File: config.mk
export PLATFORM = sky130hd
export DESIGN_NAME = result_argmax
export DESIGN_NICKNAME = d
export VERILOG_FILES = /design/src/rtl/result_argmax.sv
export SDC_FILE = /design/constraint.sdc
export NUM_CORES = 1
export LEC_CHECK = 0
export CAP_MARGIN = 5
export CORE_MARGIN = 4
export CORE_UTILIZATION = 41
export CTS_CLUSTER_SIZE = 24
export DETAILED_ROUTE_END_ITERATION = 8
export PLACE_DENSITY = 0.67
export SLEW_MARGIN = 0
export SYNTH_ARGS = -nofsm -noshare
export SYNTH_HDL_FRONTEND = slang
export SYNTH_SLANG_ARGS = --single-unit
File: constraint.sdc
create_clock -name clk -period 10.7 [get_ports clk]
set_input_delay 2.14 -clock clk [delete_from_list [all_inputs] [get_ports clk]]
set_output_delay 2.14 -clock clk [all_outputs]
set_load 0.1 [all_outputs]
File: src/rtl/result_argmax.sv
// result_argmax
//   Consumer end of the FC2 output interface. On a rising edge of the FC2 done
//   level it snapshots all class scores, then walks them one compare per cycle
//   to find the largest sign-magnitude score and posts its index and value.
//
// Ports
//   clk       rising-edge clock
//   iRst_n    asynchronous active-low reset
//   ena       block enable; low forces IDLE and clears oValid (results hold)
//   iStart    FC2 done level; a 0->1 edge starts a classification
//   iScores   NUM_CLASS packed sign-magnitude words, word 0 in the LSBs
//   oBusy     high from capture until the result is posted
//   oValid    result valid; holds until next start edge, ena low or reset
//   oDigit    index of the maximum score
//   oScore    maximum score word, unmodified
//   oDigit2   runner-up index        (ARGMAX_RUNNER_UP_EN only)
//   oScore2   runner-up score word   (ARGMAX_RUNNER_UP_EN only)
//
// Build option
//   ARGMAX_RUNNER_UP_EN : also track the second-highest class in the same pass.
module result_argmax #(
  parameter int DATA_W    = 16,
  parameter int NUM_CLASS = 10
) (
  input  logic                        clk,
  input  logic                        iRst_n,
  input  logic                        ena,
  input  logic                        iStart,
  input  logic [NUM_CLASS*DATA_W-1:0] iScores,
  output logic                        oBusy,
  output logic                        oValid,
  output logic [3:0]                  oDigit,
  output logic [DATA_W-1:0]           oScore
`ifdef ARGMAX_RUNNER_UP_EN
  ,
  output logic [3:0]                  oDigit2,
  output logic [DATA_W-1:0]           oScore2
`endif
);

  localparam logic [3:0] LAST_IDX = 4'(NUM_CLASS - 1);

  typedef enum logic [1:0] {IDLE, SCAN, POST, HOLD} state_t;

  state_t              state, state_nxt;
  logic                start_prev;
  logic                armed;
  logic                start_edge;
  logic                capture;
  logic [DATA_W-1:0]   bank [NUM_CLASS];
  logic [DATA_W-1:0]   best;
  logic [3:0]          best_idx;
  logic [3:0]          idx;
  logic [DATA_W-1:0]   cur_word;
  logic                cur_gt_best;
`ifdef ARGMAX_RUNNER_UP_EN
  logic [DATA_W-1:0]   best2;
  logic [3:0]          best2_idx;
  logic                cur_gt_best2;
`endif

  // Map sign-magnitude onto a two's complement key so +0 and -0 compare equal
  // and ordinary signed comparison gives the class ordering.
  function automatic logic signed [DATA_W:0] sm_key(input logic [DATA_W-1:0] w);
    logic signed [DATA_W:0] mag;
    mag = $signed({2'b00, w[DATA_W-2:0]});
    return w[DATA_W-1] ? -mag : mag;
  endfunction

  // armed stays low for the first cycle after reset release, so a done level
  // that was already high while in reset is absorbed into start_prev instead
  // of being mistaken for a fresh edge.
  assign start_edge  = armed & iStart & ~start_prev;
  assign capture     = ena && ((state == IDLE) || (state == HOLD)) && start_edge;
  assign cur_word    = bank[idx];
  assign cur_gt_best = sm_key(cur_word) > sm_key(best);
`ifdef ARGMAX_RUNNER_UP_EN
  assign cur_gt_best2 = sm_key(cur_word) > sm_key(best2);
`endif

  always_ff @(posedge clk or negedge iRst_n) begin
    if (!iRst_n) state <= IDLE;
    else         state <= state_nxt;
  end

  always_comb begin
    state_nxt = state;
    if (!ena) begin
      state_nxt = IDLE;
    end else begin
      case (state)
        IDLE, HOLD: if (start_edge)      state_nxt = SCAN;
        SCAN:       if (idx == LAST_IDX) state_nxt = POST;
        POST:                            state_nxt = HOLD;
        default:                         state_nxt = IDLE;
      endcase
    end
  end

  always_ff @(posedge clk or negedge iRst_n) begin
    if (!iRst_n) begin
      start_prev <= 1'b0;
      armed      <= 1'b0;
      oBusy      <= 1'b0;
      oValid     <= 1'b0;
      oDigit     <= '0;
      oScore     <= '0;
      best       <= '0;
      best_idx   <= '0;
      idx        <= '0;
      for (int k = 0; k < NUM_CLASS; k++) bank[k] <= '0;
`ifdef ARGMAX_RUNNER_UP_EN
      best2      <= '0;
      best2_idx  <= '0;
      oDigit2    <= '0;
      oScore2    <= '0;
`endif
    end else begin
      start_prev <= iStart;
      armed      <= 1'b1;
      if (!ena) begin
        oBusy  <= 1'b0;
        oValid <= 1'b0;
      end else if (capture) begin
        for (int k = 0; k < NUM_CLASS; k++) bank[k] <= iScores[DATA_W*k +: DATA_W];
        best     <= iScores[DATA_W-1:0];
        best_idx <= '0;
        idx      <= 4'd1;
        oBusy    <= 1'b1;
        oValid   <= 1'b0;
`ifdef ARGMAX_RUNNER_UP_EN
        best2     <= {1'b1, {(DATA_W-1){1'b1}}};
        best2_idx <= '0;
`endif
      end else if (state == SCAN) begin
        // Strict greater-than keeps the lowest index on ties.
        if (cur_gt_best) begin
          best     <= cur_word;
          best_idx <= idx;
`ifdef ARGMAX_RUNNER_UP_EN
          best2     <= best;
          best2_idx <= best_idx;
        end else if (cur_gt_best2) begin
          best2     <= cur_word;
          best2_idx <= idx;
`endif
        end
        idx <= idx + 4'd1;
      end else if (state == POST) begin
        oDigit <= best_idx;
        oScore <= best;
        oValid <= 1'b1;
        oBusy  <= 1'b0;
`ifdef ARGMAX_RUNNER_UP_EN
        oDigit2 <= best2_idx;
        oScore2 <= best2;
`endif
      end
    end
  end

endmodule

# Word-level counts from Yosys, hierarchy flattened

Index checks and enable logic that the tools add are counted.

Bits in registers: 210
Input bits: 164
Word-level logic and storage cells: 77

Add/sub/neg operators: 3
$lt $le $gt $ge: 2
Equality and inequality tests: 8
Multiplexer cells: 25
Bitwise operators: 6
Reductions and logical operators: 13

Operators with widths:

| cell                                                      | number |
|---|---|
| two-way mux 16 bit                                        | 5 |
| binary-select mux 16 bit (select 4 bit)                   | 1 |
| two-way mux 17 bit                                        | 2 |
| negator 15 -> 17 bit                                      | 2 |
| two-way mux 4 bit                                         | 5 |
| > comparator 17 bit                                       | 1 |
| inequality test 3 bit (second input constant)             | 3 |
| two-way mux 1 bit                                         | 8 |
| AND reduction 2 bit                                       | 4 |
| two-way mux 2 bit                                         | 3 |
| case mux 2 bit (3 select lines)                           | 1 |
| greater-or-equal comparator 5 bit (second input constant) | 1 |
| inverter 4 -> 5 bit                                       | 1 |
| adder 4 x 1 -> 4 bit (second input constant)              | 1 |
| equality test 2 bit (second input constant)               | 2 |
| equality test 4 bit (second input constant)               | 1 |
| AND reduction 4 bit                                       | 1 |
| nonzero test 2 bit                                        | 2 |
| inequality test 3 x 1 -> 1 bit (second input constant)    | 1 |
| inverter 1 bit                                            | 3 |
| AND reduction 3 bit                                       | 1 |
| bitwise AND 1 bit                                         | 2 |
| equality test 2 x 1 -> 1 bit (second input constant)      | 1 |
| logical AND 1 bit                                         | 2 |
| 3 further kinds                                           | 3 |

# Longest topological paths before layout

Gate-level depths: netlist (run 1).

Word-level depth: 10
Mapped depth: 23
Gate-level depth less buffers: 16

# Worst setup path after synthesis (run 1)

Ideal clock, no wire load.

Path kind: reg-to-reg
Start point: register idx[0]
End point: register best[5]
Arrival: 4.301 ns
Setup slack: 6.304 ns
Cell stages (with the launch flop): 24
Path buffers: 8
Clock period less this slack: 4.396 ns
Cells stage by stage: dfrtp_1 > buf_6 > buf_6 > buf_6 > buf_6 > buf_6 > buf_4 > mux2i_1 > o32ai_1 > inv_1 > ha_1 > and3_1 > clkbuf_1 > a31oi_1 > xor2_1 > ha_1 > nand4_1 > or2_2 > o31a_1 > nor2b_1 > o21ai_0 > clkbuf_1 > a21boi_0 > o31ai_1

Word-level cells in the longest chain between the ends: 9
Elaborated cells on any way between the ends: 12
Those cells by class: add/sub (1); order compare (1); mux (7); bitwise (1); reduce/logical (2)

RTL lines:

| what                                                      | line | source |
|---|---|---|
| start: declaration                                        | 53   | `logic [3:0] idx;` |
| start signal: assignment                                  | 148  | `idx <= idx + 4'd1;` |
| inverter 4 -> 5 bit (not written as such) (*)             | 75   | `assign cur_word = bank[idx];` |
| binary-select mux 16 bit (select 4 bit) (*)               | 75   |  |
| two-way mux 16 bit (not written as such) (*) (2 in a row) | 75   |  |
| negator 15 -> 17 bit                                      | 67   | `return w[DATA_W-1] ? -mag : mag;` |
| two-way mux 17 bit                                        | 67   |  |
| > comparator 17 bit                                       | 76   | `assign cur_gt_best = sm_key(cur_word) > sm_key(best);` |
| nonzero test 2 bit (no line)                              | -    |  |
| AND reduction 3 bit (no line)                             | -    |  |
| end signal: assignment                                    | 126  | `best <= iScores[DATA_W-1:0];` |
| end signal: assignment                                    | 138  | `best <= cur_word;` |
| end: declaration                                          | 51   | `logic [DATA_W-1:0] best;` |

Every way passes the cells marked *; elsewhere a longest branch is shown, timed or not. The select of a mux whose other input is x is not followed.
A chain may end at the register's enable or synchronous reset.

# Final worst setup path (run 1)

Start point: register idx[0]
End point: register best[1]

Same word-level chain as after synthesis.

==> impl_metrics.tcl, run 1 <==
set metrics [dict create \
    outcome "completed" \
    crit_arrival_ps 6290 \
    crit_type "reg2reg" \
    fin_nets 1471 \
    synth_area_per_cell_um2 9.13 \
    place_ws_ps 4850 \
    postLayoutCoreUtil_pct 53.2 \
    hold_end "bank[92]$_DFFE_PN0P_" \
    tightest_slew_ps 1070 \
    async_flop_share_pct 100 \
    rr_worst_depth 17 \
    p_switching_mw 1.91 \
    synth_nets 1324 \
    crit_top_cell "buf_4" \
    whs_path_depth 2 \
    drive_gt1_share_pct 8.63 \
    internal_power_mw 2.49 \
    die_area_mm2 0.0279 \
    wl_um 28900 \
    cts_tree "built" \
    viasPerCell 5.15 \
    vias 8357 \
    r2r-start "idx[0]$_DFFE_PN0P_" \
    yosysSeqAreaShare_pct 50.6 \
    grt.met3_usage_pct 2.88 \
    syn_area_mm2 0.0104 \
    place_hpwl_um 20900 \
    synthFlopType "dfrtp_1" \
    min_period_over_period_pct 55.1 \
    final_common_cell "nand2_1" \
    finalSetupViolCount 0 \
    grt.overflow.total 0 \
    p_seq_share_pct 32.3 \
    initial_core_util_pct 42.2 \
    crit_fanout 58 \
    rsz0062_at_grt "false" \
    grt_antenna_before_repair 0 \
    netSwitchingFraction_pct 43.4 \
    grt.busiest_layer "met2" \
    maxCapViolCount 0 \
    port_buffers 185 \
    n_antenna_cell 0 \
    grt_max_degree 109 \
    core_mm2 0.0246 \
    post-cts-setup-buffers 0 \
    setup_slack_ps 4810 \
    clock-skew-final_ps 17.0 \
    path_cells "buf_4, mux4_1, nor2_1, o32ai_1, or3_4, nor4_1, a31oi_1, xor2_1, ha_1, nand4_1, or2_2, o31a_1, nor2b_1, o21ai_1, buf_4, a21oi_1, o31ai_1" \
    post_cts_resized 0 \
    hold_start "bank[92]$_DFFE_PN0P_" \
    clock_sinks 210 \
    holdCritPathClass "reg2reg" \
    dr.pass1.iters 5 \
    cts_buffers 23 \
    clock_path_buffers 3 \
    synth-edff-count 0 \
    use_met1_pct 29.3 \
    cp_slowest_cell "buf_4" \
    area_delta_synth_final_pct 26.0 \
    worst_setup_hold_path_clk_slew_ps 60 \
    yosysWarnings 0 \
    report.final.slew_viol_count 0 \
    place_congestion 0.872 \
    die_y_um 167 \
    use_met2_pct 32.3 \
    drtAntennaViolNets 0 \
    slowest_delay_ps 740 \
    rrSetupSlack_ps 4810 \
    power_frac_clock_pct 16.5 \
    place_area_mm2 0.0124 \
    drcViolationCount 0 \
    pin_count 186 \
    drtIter0Drc 751 \
    hold_viol_final 0 \
    wl_per_cell_um 17.8 \
    crit_required_ps 11100 \
    p_leak_nw 6.28 \
    fin_area_mm2 0.0131 \
    synth_cell_types 47 \
    tns_ps 0 \
    grt.total_usage_pct 20.1 \
    combPwrFrac_pct 51.2 \
    htree_levels 1 \
    fmax_mhz 170 \
    irDropWorstVdd_mv 0.198 \
    syn_inst 1137 \
    crit_path_end_kind "flop" \
    layout_common_cells "501 x nand2_1, 209 x dfrtp_1, 184 x clkdlybuf4s50_1" \
    power_density_mw_per_mm2 336 \
    grt_pass1_wl_um 45500 \
    start_kind "flop" \
    cts_hold_buf 0 \
    grt_pass1_vias 8341 \
    layout_min_cycle_time_ps 5890 \
    rows 57 \
    die_w_um 167 \
    clock_latency_ps 510 \
    r2r_end "best[1]$_DFFE_PN0P_" \
    max_slew_margin_pct 28.6 \
    fin_hold_ws_ps 465 \
    synth_seq_cells 210 \
    cts_root_buf "clkbuf_16" \
]
[sequential cells by signal, indices dropped and copies added, names as in the netlist]
| name | count |
|---|---|
| oValid | 1 |
| oScore | 16 |
| bank | 160 |
| state | 2 |
| oBusy | 1 |
| armed | 1 |
| start_prev | 1 |
| best_idx | 4 |
| idx | 4 |
| oDigit | 4 |
| best | 16 |
[metal layers]
metal | routed length (um) | up-vias
li1 | - | 4058
met1 | 13500 | 4017
met2 | 13300 | 238
met3 | 1420 | 44
met4 | 617 | 0
met5 | 0 | -
[how the worst max path moves through the flow]
stage | slack [ps] | cells past startpoint | start | to
after floorplan | 6300 | 23 | idx[0]$_DFFE_PN0P_ | best[5]$_DFFE_PN0P_
after global placement | 4980 | 17 | idx[0]$_DFFE_PN0P_ | best[5]$_DFFE_PN0P_
after detailed placement | 4850 | 17 | idx[0]$_DFFE_PN0P_ | best[1]$_DFFE_PN0P_
after CTS | 4830 | 17 | idx[0]$_DFFE_PN0P_ | best[1]$_DFFE_PN0P_
after global routing | 4500 | 17 | idx[0]$_DFFE_PN0P_ | best[1]$_DFFE_PN0P_
final | 4810 | 17 | idx[0]$_DFFE_PN0P_ | best[1]$_DFFE_PN0P_
[synthesized netlist by cell type (all sizes together), types with 6 or more instances]
library cell	count	share of area (%)
o22ai	14	0.84
o21ai	22	1.1
dfrtp	210	51
nor3	20	0.96
clkbuf	56	2.0
mux2	46	5.0
nand3	12	0.58
mux2i	19	1.8
nor2	33	1.2
nand2	501	18
a21o	6	0.43
xnor2	8	0.67
mux4	18	3.9
o32ai	12	1.0
buf	14	0.98
o31ai	20	1.4
a21oi	30	1.5
xor2	21	1.8
inv	12	0.43
nor2b	6	0.36
ha	23	2.8
[area by class of cell]
| class | instances | area, um^2 |
|---|---|---|
| clock buffer | 32 | 639 |
| clock inverter | 7 | 38.8 |
| fill | 2266 | 11500 |
| inverter | 12 | 45.0 |
| multi-input combinational | 845 | 4790 |
| sequential | 210 | 5260 |
| tap | 324 | 405 |
| timing repair buffer | 192 | 1910 |
[cell families after synthesis]
logic type / synth area share (%)
and+or+nand+nor: 22.4
DFF: 50.6
AOI/OAI and AO/OA: 7.52
muxes: 10.8
buffers and inverters: 3.43
xor gates and xnor gates: 2.45
adders and majority gates: 2.77
other: 0.0361
[through the flow]
step	instances	total power, mW
5_1_grt	1622	4.70
4_1_cts	1622	4.40
3_3_place_gp	1583	3.62
2_1_floorplan	1137	3.04
6_report	1622	4.39
3_5_place_dp	1583	3.66
[worst max-delay path, delay by kind of cell (launching register included)]
kind / cells / cell delay [ps]
simple gates: 6 / 1780
compound gates: 6 / 1190
flops: 1 / 490
mux: 1 / 650
xor+xnor: 1 / 190
fa+ha+maj: 1 / 330
buf+inv: 2 / 1030
[power groups by stage]
stage	Clock, mW	Sequential (mW)	Combinational [mW]
after floorplan	0	1.59	1.44
after global placement	0	1.42	2.20
after detailed placement	0	1.43	2.23
after CTS	0.738	1.42	2.24
after global routing	0.773	1.47	2.45
final	0.724	1.42	2.25
(Power assumes the default switching activity.)
==> inputs of run 2 (changes only) <==
--- a/config.mk
+++ b/config.mk
@@ -10,7 +10,7 @@
 export CORE_UTILIZATION = 41
 export CTS_CLUSTER_SIZE = 24
 export DETAILED_ROUTE_END_ITERATION = 8
-export PLACE_DENSITY = 0.67
+export PLACE_DENSITY = 0.69
 export SLEW_MARGIN = 0
 export SYNTH_ARGS = -nofsm -noshare
 export SYNTH_HDL_FRONTEND = slang
==> constraint.sdc (replaced) <==
create_clock -name clk -period 5.12 [get_ports clk]
set_input_delay 1.024 -clock clk [delete_from_list [all_inputs] [get_ports clk]]
set_output_delay 1.024 -clock clk [all_outputs]
set_load 0.1 [all_outputs]
==> run 2 against run 1 <==
Effect of this change: via count rose by 1.2%; sequential power rose by 110%; global-route usage rose by 0.71 points; highest routed layer unchanged; wire length rose by 2.2%; worst hold slack improved by 3.0 ps; first-iteration DRC count rose by 4.3%; fmax rose by 23%.
==> impl_metrics.tcl, run 2 (same netlist as run 1, synthesis figures left out) <==
set metrics [dict create \
    outcome "completed" \
    rows 57 \
    rrSetupSlack_ps 330 \
    crit_type "reg2reg" \
    viasPerCell 5.15 \
    drcViolationCount 0 \
    post_cts_resized 0 \
    drive_gt1_share_pct 10.1 \
    p_seq_share_pct 31.5 \
    place_hpwl_um 21600 \
    pin_count 186 \
    holdCritPathClass "reg2reg" \
    min_period_over_period_pct 93.6 \
    cts_tree "built" \
    slowest_delay_ps 750 \
    p_switching_mw 4.02 \
    vias 8454 \
    layout_common_cells "501 x nand2_1, 209 x dfrtp_1, 184 x clkdlybuf4s50_1" \
    irDropWorstVdd_mv 0.419 \
    report.final.slew_viol_count 0 \
    fin_area_mm2 0.0133 \
    clock-skew-final_ps 12.5 \
    place_area_mm2 0.0126 \
    htree_levels 1 \
    internal_power_mw 5.39 \
    clock_latency_ps 510 \
    tns_ps 0 \
    p_leak_nw 6.39 \
    hold_start "bank[84]$_DFFE_PN0P_" \
    grt_pass1_wl_um 47000 \
    dr.pass1.iters 5 \
    fin_nets 1491 \
    initial_core_util_pct 42.2 \
    area_delta_synth_final_pct 28.2 \
    combPwrFrac_pct 51.3 \
    postLayoutCoreUtil_pct 54.1 \
    layout_min_cycle_time_ps 4790 \
    crit_path_end_kind "flop" \
    finalSetupViolCount 0 \
    grt.total_usage_pct 20.8 \
    clock_sinks 210 \
    r2r-start "idx[0]$_DFFE_PN0P_" \
    wl_um 29500 \
    netSwitchingFraction_pct 42.7 \
    cts_hold_buf 0 \
    crit_top_cell "ha_1" \
    die_y_um 167 \
    fmax_mhz 209 \
    largest-register "bank" \
    crit_required_ps 5520 \
    cp_slowest_cell "o32ai_1" \
    clock_path_buffers 3 \
    port_buffers 185 \
    rsz0062_at_grt "false" \
    wl_per_cell_um 18.0 \
    reg_top3 "bank (160), best (16), oScore (16)" \
    hold_end "bank[84]$_DFFE_PN0P_" \
    cp_num_cells 17 \
    dp.cells 1603 \
    crit_buf_inv 2 \
    start_kind "flop" \
    grt_antenna_before_repair 0 \
    instances_no_fill 1643 \
    crit_fanout 22 \
    power_frac_clock_pct 17.3 \
    path_delay_family "compound AO/OA/AOI/OAI gates" \
    crit_arrival_ps 5190 \
    maxCapViolCount 0 \
    path_cells "mux4_2, nor2_1, o32ai_1, inv_1, ha_1, and3_1, a31oi_1, xor2_1, ha_1, nand4_1, or2_2, o31a_1, nor2b_1, o21ai_1, buf_4, a21oi_1, o31ai_1" \
    drtIter0Drc 783 \
    post-cts-setup-buffers 0 \
    grt_max_degree 121 \
    n_antenna_cell 0 \
    largest_reg_flops 160 \
    tightest_slew_ps 1080 \
    grt.overflow.total 0 \
    grt_pass1_vias 8589 \
    core_mm2 0.0246 \
    worst_setup_hold_path_clk_slew_ps 60 \
    r2r_end "best[4]$_DFFE_PN0P_" \
    cts_root_buf "clkbuf_16" \
    max_slew_margin_pct 27.9 \
    hold_viol_final 0 \
    rr_worst_depth 17 \
    power_density_mw_per_mm2 707 \
    cts_buffers 23 \
    final_common_cell "nand2_1" \
    place_congestion 0.876 \
    die_w_um 167 \
    die_area_mm2 0.0279 \
    drtAntennaViolNets 0 \
    whs_path_depth 2 \
]
[run 2: worst min-delay path: stages (launching register included)]
cell and delay, ps:
dfrtp_1 340, nand2_1 50, nand2_1 50
[run 2: stage by stage]
step	hold WS, ps	setup slack, ps	power (mW)
6_report	468	327	9.41
5_1_grt	481	3.18	10.1
4_1_cts	473	345	9.43
3_5_place_dp	458	360	7.77
3_3_place_gp	451	451	7.68
2_1_floorplan	437	724	6.35
[run 2: cell type report]
type,instances,area [um^2]
inverters,12,45.0
repair buffers,212,2070
clock inverters,7,90.1
fillers,2215,11300
clock buffers,33,643
multi-input cells,845,4800
flip-flops and latches,210,5260
well taps,324,405
[run 2: worst max path at each step]
stage,start,endpoint,slack [ps]
floorplan,idx[0]$_DFFE_PN0P_,best[5]$_DFFE_PN0P_,720
global placement,idx[0]$_DFFE_PN0P_,best[0]$_DFFE_PN0P_,450
detailed placement,idx[0]$_DFFE_PN0P_,best[4]$_DFFE_PN0P_,360
CTS,idx[0]$_DFFE_PN0P_,best[4]$_DFFE_PN0P_,350
global route,idx[0]$_DFFE_PN0P_,best[9]$_DFFE_PN0P_,3
finish,idx[0]$_DFFE_PN0P_,best[4]$_DFFE_PN0P_,330
[run 2: power by group through the flow]
stage / clock network, mW / registers, mW / logic [mW]
floorplan: 0 / 3.33 / 3.02
global placement: 0 / 2.96 / 4.71
detailed placement: 0 / 2.98 / 4.78
CTS: 1.66 / 2.96 / 4.81
global route: 1.73 / 3.06 / 5.32
finish: 1.62 / 2.96 / 4.82
[run 2: routing by layer]
metal	vias up	GRT usage [%]	part of all wire (%)
met5	-	0	0
met4	0	4.98	2.0
met3	40	2.99	5.5
met2	238	33.1	46
met1	4066	30.3	46
li1	4110	-	-
==> inputs of run 3 (changes only) <==
--- a/config.mk
+++ b/config.mk
@@ -5,12 +5,11 @@
 export SDC_FILE = /design/constraint.sdc
 export NUM_CORES = 1
 export LEC_CHECK = 0
-export CAP_MARGIN = 5
-export CORE_MARGIN = 4
 export CORE_UTILIZATION = 41
 export CTS_CLUSTER_SIZE = 24
 export DETAILED_ROUTE_END_ITERATION = 8
 export PLACE_DENSITY = 0.69
+export RECOVER_POWER = 50
 export SLEW_MARGIN = 0
 export SYNTH_ARGS = -nofsm -noshare
 export SYNTH_HDL_FRONTEND = slang
==> run 3 against run 2 <==
Effect of this change: the run now ends with max-capacitance violations, max-slew violations left; core utilization about the same; count of clock-buffer cells in the layout up 3; fmax down 1.1%.
==> impl_metrics.tcl, run 3 (same netlist as run 1, synthesis figures left out) <==
set metrics [dict create \
    finalSetupViolCount 0 \
    crit_end "best[3]$_DFFE_PN0P_" \
    path_delay_family "simple AND/OR/NAND/NOR gates" \
    vias 8476 \
    place_ws_ps 126 \
    critPathLaunch "idx[0]$_DFFE_PN0P_" \
    worst_setup_hold_path_clk_slew_ps 60 \
    grt_pass1_wl_um 46100 \
    clock_latency_ps 520 \
    layout_common_cells "501 x nand2_1, 209 x dfrtp_1, 183 x clkdlybuf4s50_1" \
    clock_sinks 210 \
    drive_gt1_share_pct 10.0 \
    clock-skew-final_ps 10.8 \
    cp_num_cells 18 \
    drcViolationCount 0 \
    final_common_cell "nand2_1" \
    wl_um 28900 \
    total_power_mw 9.54 \
    dr.pass1.iters 5 \
    rsz0062_at_grt "false" \
    p_leak_nw 6.39 \
    grt_pass1_vias 8420 \
    grt_max_degree 126 \
    port_buffers 185 \
    slowest_delay_ps 620 \
    drtIter0Drc 669 \
    place_hpwl_um 20900 \
    cp_slowest_cell "dfrtp_4" \
    die_y_um 161 \
    violations "max-capacitance violations, max-slew violations" \
    initial_core_util_pct 42.2 \
    drtAntennaViolNets 0 \
    tightest_slew_ps 3180 \
    fmax_mhz 206 \
    core_mm2 0.0246 \
    crit_fanout 19 \
    power_density_mw_per_mm2 716 \
    die_w_um 161 \
    grt_antenna_before_repair 0 \
    crit_path_end_kind "flop" \
    cts_root_buf "clkbuf_16" \
    setup_slack_ps 272 \
    rows 57 \
    path_cells "buf_12, buf_4, mux2_2, o22ai_1, o32ai_1, or3_4, or3_4, o41ai_2, xnor2_1, ha_1, nand4_1, or2_2, o31a_1, nor2b_1, o21ai_1, buf_4, a21oi_1, o31ai_1" \
    outcome "finished, violations left" \
    report.final.slew_viol_count 187 \
    viasPerCell 5.17 \
    clock_path_buffers 3 \
    crit_required_ps 5530 \
    holdCritPathClass "reg2reg" \
    max_slew_margin_pct -112 \
    r2r_end "best[3]$_DFFE_PN0P_" \
    cts_buffers 24 \
    crit_buf_inv 3 \
    n_antenna_cell 0 \
    reg_top3 "bank (160), best (16), oScore (16)" \
    grt.overflow.total 0 \
    grt.total_usage_pct 22.6 \
    area_delta_synth_final_pct 28.2 \
    hold_start "bank[92]$_DFFE_PN0P_" \
    irDropWorstVdd_mv 0.469 \
    htree_levels 1 \
    post-cts-setup-buffers 0 \
    largest_reg_flops 160 \
    place_congestion 0.896 \
    crit_arrival_ps 5260 \
    rrSetupSlack_ps 270 \
    start_kind "flop" \
    wl_per_cell_um 17.6 \
    tns_ps 0 \
    pin_count 186 \
    postLayoutCoreUtil_pct 54.1 \
    r2r-start "idx[0]$_DFFE_PN0P_" \
    die_area_mm2 0.0260 \
    hold_viol_final 0 \
    fin_nets 1488 \
    min_period_over_period_pct 94.7 \
    largest-register "bank" \
    cts_tree "built" \
    maxCapViolCount 2 \
    crit_type "reg2reg" \
    layout_min_cycle_time_ps 4850 \
    rr_worst_depth 18 \
]
-- run 3: area by class of cell --
| cell class | count | area [um^2] |
|---|---|---|
| repair buffers | 208 | 2040 |
| clock buffers | 36 | 717 |
| inverters | 12 | 45.0 |
| multi-input cells | 845 | 4800 |
| flip-flops and latches | 210 | 5260 |
| fillers | 2250 | 11300 |
| well taps | 324 | 405 |
| clock inverters | 5 | 50.0 |
-- run 3: how the worst min path moves through the flow --
| stage | end | slack, ps | depth (start not counted) |
|---|---|---|---|
| floorplan | bank[134]$_DFFE_PN0P_ | 440 | 2 |
| global placement | bank[143]$_DFFE_PN0P_ | 450 | 2 |
| detailed placement | bank[144]$_DFFE_PN0P_ | 460 | 2 |
| CTS | bank[67]$_DFFE_PN0P_ | 470 | 2 |
| global route | bank[122]$_DFFE_PN0P_ | 480 | 2 |
| finish | bank[92]$_DFFE_PN0P_ | 470 | 2 |
-- run 3: stage by stage --
stage / cells / hold slack (ps) / area, um^2
2_1_floorplan: 1137 / 437 / 10400
3_3_place_gp: 1599 / 454 / 12600
3_5_place_dp: 1599 / 461 / 12600
4_1_cts: 1640 / 475 / 13300
5_1_grt: 1640 / 483 / 13300
6_report: 1640 / 470 / 13300
-- run 3: layer usage --
| metal | part of all wire, % | up-vias | GRT usage (%) |
|---|---|---|---|
| met5 | 0 | - | 0 |
| met3 | 5.2 | 50 | 3.31 |
| met4 | 2.6 | 0 | 6.56 |
| li1 | - | 4095 | - |
| met1 | 46 | 4064 | 32.6 |
| met2 | 46 | 267 | 35.2 |
-- run 3: where the power goes --
part           leakage (nW)  internal (mW)  switching [mW]
sequential             2.62           2.42           0.561
combinational          3.39           2.02            2.87
clock                 0.381           1.01           0.664
-- run 3: worst min-delay path: stages (launching register included) --
cell	delay (ps)
dfrtp_1	340
nand2_1	50
nand2_1	50
-- run 3: repair_timing --
item,CTS,global route
gates resized for setup,0,3
hold buffers,0,0
setup endpoints to repair,0,20
